==> src/rtl/mul_pkg.sv <==
// Shared definitions for the multiplier issue controller: operand width,
// FSM state encoding and requester identifiers.
package mul_pkg;

  localparam int WIDTH = 16;

  typedef enum logic [1:0] {
    IDLE = 2'd0,
    BUSY = 2'd1,
    RESP = 2'd2
  } state_t;

  localparam logic REQ_EXE = 1'b0;
  localparam logic REQ_AUX = 1'b1;

endpackage

==> src/rtl/rr_arb2.sv <==
// Two-way round-robin arbiter: a lone request wins outright, a tie goes to
// the requester that did not win last time.
module rr_arb2 (
  input  logic [1:0] req,
  input  logic       last,
  output logic [1:0] gnt
);

  always_comb begin
    gnt = 2'b00;
    case (req)
      2'b01:   gnt = 2'b01;
      2'b10:   gnt = 2'b10;
      2'b11:   gnt = last ? 2'b01 : 2'b10;
      default: gnt = 2'b00;
    endcase
  end

endmodule

==> src/rtl/mul_share_ctrl.sv <==
// Issue controller sharing one external array multiplier between the execute
// stage and the address/DSP helper; holds operands SETTLE cycles, then returns the product.
module mul_share_ctrl #(
  parameter int WIDTH  = mul_pkg::WIDTH,
  parameter int SETTLE = 2
) (
  input  logic             clk,
  input  logic             rst,
  input  logic [1:0]       req_valid,
  output logic [1:0]       req_ready,
  input  logic [WIDTH-1:0] req0_a,
  input  logic [WIDTH-1:0] req0_b,
  input  logic [WIDTH-1:0] req1_a,
  input  logic [WIDTH-1:0] req1_b,
  output logic [1:0]       rsp_valid,
  input  logic [1:0]       rsp_ready,
  output logic [WIDTH-1:0] rsp_lo,
  output logic [WIDTH-1:0] rsp_hi,
  output logic             rsp_ovf,
  output logic [WIDTH-1:0] mul_a,
  output logic [WIDTH-1:0] mul_b,
  output logic             mul_enable,
  input  logic [WIDTH-1:0] mul_lo,
  input  logic [WIDTH-1:0] mul_hi,
  output logic             busy
);

  import mul_pkg::*;

  state_t             r_state;
  logic               r_last;
  logic               r_g;
  logic [3:0]         r_cnt;
  logic [WIDTH-1:0]   r_mul_a;
  logic [WIDTH-1:0]   r_mul_b;
  logic [WIDTH-1:0]   r_rsp_lo;
  logic [WIDTH-1:0]   r_rsp_hi;
  logic               r_rsp_ovf;
  logic [1:0]         r_rsp_valid;
  logic [1:0]         w_gnt;
  logic               w_idle;

  rr_arb2 u_arb (
    .req  (req_valid),
    .last (r_last),
    .gnt  (w_gnt)
  );

  assign w_idle     = (r_state == IDLE);
  assign req_ready  = w_idle ? w_gnt : 2'b00;
  assign busy       = !w_idle;
  assign mul_enable = (r_state == BUSY);
  assign mul_a      = r_mul_a;
  assign mul_b      = r_mul_b;
  assign rsp_lo     = r_rsp_lo;
  assign rsp_hi     = r_rsp_hi;
  assign rsp_ovf    = r_rsp_ovf;
  assign rsp_valid  = r_rsp_valid;

  // Reset discards any operation or pending response and favours requester 0 next.
  always_ff @(posedge clk or negedge rst) begin
    if (!rst) begin
      r_state     <= IDLE;
      r_last      <= REQ_AUX;
      r_g         <= REQ_EXE;
      r_cnt       <= '0;
      r_mul_a     <= '0;
      r_mul_b     <= '0;
      r_rsp_lo    <= '0;
      r_rsp_hi    <= '0;
      r_rsp_ovf   <= 1'b0;
      r_rsp_valid <= 2'b00;
    end else begin
      case (r_state)
        IDLE: begin
          if (|w_gnt) begin
            r_g     <= w_gnt[1];
            r_last  <= w_gnt[1];
            r_mul_a <= w_gnt[1] ? req1_a : req0_a;
            r_mul_b <= w_gnt[1] ? req1_b : req0_b;
            r_cnt   <= 4'(SETTLE - 1);
            r_state <= BUSY;
          end
        end
        BUSY: begin
          if (r_cnt != 4'd0) begin
            r_cnt <= r_cnt - 4'd1;
          end else begin
            r_rsp_lo    <= mul_lo;
            r_rsp_hi    <= mul_hi;
            r_rsp_ovf   <= |mul_hi;
            r_rsp_valid <= r_g ? 2'b10 : 2'b01;
            r_state     <= RESP;
          end
        end
        RESP: begin
          // Only the granted requester's ready completes the handshake.
          if (rsp_ready[r_g]) begin
            r_rsp_valid <= 2'b00;
            r_state     <= IDLE;
          end
        end
        default: r_state <= IDLE;
      endcase
    end
  end

endmodule

==> config.mk <==
export PLATFORM = sky130hd
export DESIGN_NAME = mul_share_ctrl
export DESIGN_NICKNAME = d
export VERILOG_FILES = /design/src/rtl/mul_pkg.sv /design/src/rtl/rr_arb2.sv /design/src/rtl/mul_share_ctrl.sv
export SDC_FILE = /design/constraint.sdc
export NUM_CORES = 1
export LEC_CHECK = 0
export ABC_AREA = 1
export ABC_CLOCK_PERIOD_IN_PS = 5210
export BUFFER_PORTS_ARGS = -buffer_cell sky130_fd_sc_hd__buf_4
export CAP_MARGIN = 15
export CORE_ASPECT_RATIO = 0.5
export CORE_UTILIZATION = 30
export DETAILED_ROUTE_END_ITERATION = 16
export GPL_ROUTABILITY_DRIVEN = 0
export HOLD_SLACK_MARGIN = 0.05
export PLACE_DENSITY = 0.61
export SYNTH_ARGS = -nofsm -noshare
export SYNTH_HDL_FRONTEND = slang
export SYNTH_HIERARCHICAL = 1
export SYNTH_SLANG_ARGS = --single-unit
==> constraint.sdc <==
create_clock -name clk -period 5.21 [get_ports clk]
set_clock_uncertainty 0.2 [all_clocks]
set_input_delay 1.042 -clock clk [delete_from_list [all_inputs] [get_ports clk]]
set_output_delay 1.042 -clock clk [all_outputs]
set_load 0.01 [all_outputs]
==> metrics.cfg <==
[placement]
dp.cells = 697
port_buffers = 172
postPlaceCellArea_um2 = 4790
hpwl_um = 6200

[global_route]
grt_use_total_pct = 15.8
antenna_found_initial = 0
grt_pass1_vias = 3111
grt_max_degree = 76
grt_pass1_wl_um = 15000
grt.overflow.total = 0

[route]
post-route-drc-count = 0
routed_wl_um = 8760
via_per_inst = 4.38
ant_nets = 0
drtPass1Iterations = 4
drt_iter0_drc = 222
vias = 3120
wire_per_inst_um = 12.3

[floorplanning]
coreArea_um2 = 11000
die_h_um = 77.4
die_area_um2 = 11800
start_util_pct = 30.9
num_rows = 27
ioPinCount = 173
die_x_um = 153

[setup_path]
critPathMaxFanout = 33
path_class = input port to primary output
path_common_cell = buf_4
crit_path_cell_trace = buf_4 > inv_1 > a21oi_4 > inv_2 > nor2_1 > buf_4
crit_slowest_cell = a21oi_4
startpoint_type = input port
max_stage_delay_ns = 0.41
cp.arrival_ns = 2.35
required_ns = 3.97
worstSetupEndpointType = primary output

[synth]
synth_top_flop_cell = dfrtp_1
yosys_warnings = 6
syn_nets = 502
synthTopCellsByArea = dfrtp_1 54%, nand2_1 16%, nor2_1 8.8%
synth.avg_cell_area_um2 = 8.58
ys_seq_area_share_pct = 55.0
syn-cell-area_um2 = 3410
synth_edf_count = 0
yosysTopAreaCellShare_pct = 54.2
synth-seq-cells = 75
async_reset_ff_share_pct = 100
yosys.cell_types.count = 22
synth_cells = 398
netlist.top_cell.by_area = dfrtp_1

[cells_and_area]
syn_to_final_growth_pct = 49.1
layout_common_cells = 175 x buf_4, 148 x nand2_1, 80 x nor2_1
fillers = 1124
final_nets = 667
multiInputGateArea_um2 = 1350
final_common_cell = buf_4
drive_gt1_share_pct = 35.8
num_antenna_cells = 0
final_cell_area_um2 = 5090
area.sequential_um2 = 1880
fin_cells = 712

[sta]
relSlewSlack_pct = 37.0
rsz0062_at_grt = no
final-setup-viol-count = 0
hold_violations = 0
fmax_mhz = 278
drv_slew = 0
finalCritPeriodShare_pct = 69.0
final.min_clock_period_ns = 3.60
setup-tns-final_ns = 0
tightest_slew_ns = 0.945

[pwr]
ir_worst_vdd_v = 0.000181
power_density_nw_per_um2 = 586
p_leak_uw = 0.00269

[clock_tree]
clock_path_buffers = 2
clock_latency_ns = 0.32
cts_sinks = 75
postCtsSetupBuffers = 0
htreeDepth = 3
clockRootBuffer = clkbuf_16
cts_resized = 0
cts_hold_buf = 0
numCtsBuffers = 9
cts_tree = built
clk_pin_slew_ns = 0.05

[status]
status = finished clean

[job]
max_cap_violations = 0

[worst_hold_path]
hp-class = register to register

## metal layers
| metal | share of wire, % | global-route usage, % | vias to the layer above |
|---|---|---|---|
| met5 | 0 | 0 | - |
| met4 | 0.95 | 3.94 | 0 |
| met3 | 5.2 | 4.80 | 6 |
| met2 | 49 | 27.8 | 83 |
| met1 | 44 | 19.0 | 1446 |
| li1 | - | - | 1585 |
## registers in the layout, indices dropped and copies added (netlist names)
name       count
r_state        2
rsp_hi        16
mul_b         16
rsp_ovf        1
rsp_lo        16
mul_a         16
r_cnt          4
rsp_valid      2
r_g            1
r_last         1
## power by group
group	switching [uW]	internal [uW]	total, uW	leakage, uW
Sequential	163	874	1040	0.000921
Combinational	711	622	1330	0.00162
Clock	221	394	615	0.000146
## synthesized netlist by cell type, types with 4 or more instances
cell / number
buf_4: 6
o31ai_4: 6
o31ai_1: 27
o21ai_1: 7
nor2_1: 80
dfrtp_1: 74
nand3_1: 7
buf_2: 11
nand2_1: 148
inv_2: 4
inv_1: 14
## area by class of cell
| class | instances | share of cell area [%] |
|---|---|---|
| well taps | 145 | 3.56 |
| clock inverters | 2 | 0.688 |
| inverters | 18 | 1.33 |
| flip-flops and latches | 75 | 36.9 |
| clock buffers | 13 | 5.11 |
| repair buffers | 175 | 25.8 |
| multi-input cells | 284 | 26.6 |
## through the flow
step / utilization, % / hold WS, ns / power (uW) / worst slack, ns
3_3_place_gp: 43.4 / 0.256 / 2370 / 1.59
4_1_cts: 46.1 / 0.272 / 3040 / 1.58
6_report: 46.1 / 0.271 / 2990 / 1.61
5_1_grt: 46.1 / 0.302 / 3240 / 1.39
3_5_place_dp: 43.4 / 0.260 / 2400 / 1.58
2_1_floorplan: - / 0.242 / 1800 / 2.21
## critical path, delay by kind of cell
| family | cells | cell delay (ns) |
|---|---|---|
| buf+inv | 4 | 0.67 |
| simple gates | 1 | 0.22 |
| compound gates | 1 | 0.41 |
## cells by family after synthesis
| group | synth area share [%] |
|---|---|
| and+or+nand+nor | 26.7 |
| xor gates and xnor gates | 0.257 |
| AOI/OAI and AO/OA | 11.4 |
| adders and majority gates | 0.733 |
| buffers and inverters | 5.90 |
| DFF | 55.0 |
## path summary, 6_finish.rpt
path	slack (ns)	startpoint	end	cells after the start
worst max-delay path	1.61	req_valid[1]	req_ready[1]	6
worst min-delay path	0.27	r_cnt[0]	r_cnt[0]	2
worst max register to register	2.73	r_last	mul_a[11]	5
worst min register to register	0.27	r_cnt[0]	r_cnt[0]	2
max in group asynchronous	3.53	rst	r_cnt[0]	1
min in group asynchronous	0.67	rst	rsp_hi[7]	1
Power figures use the tool's default switching activity.
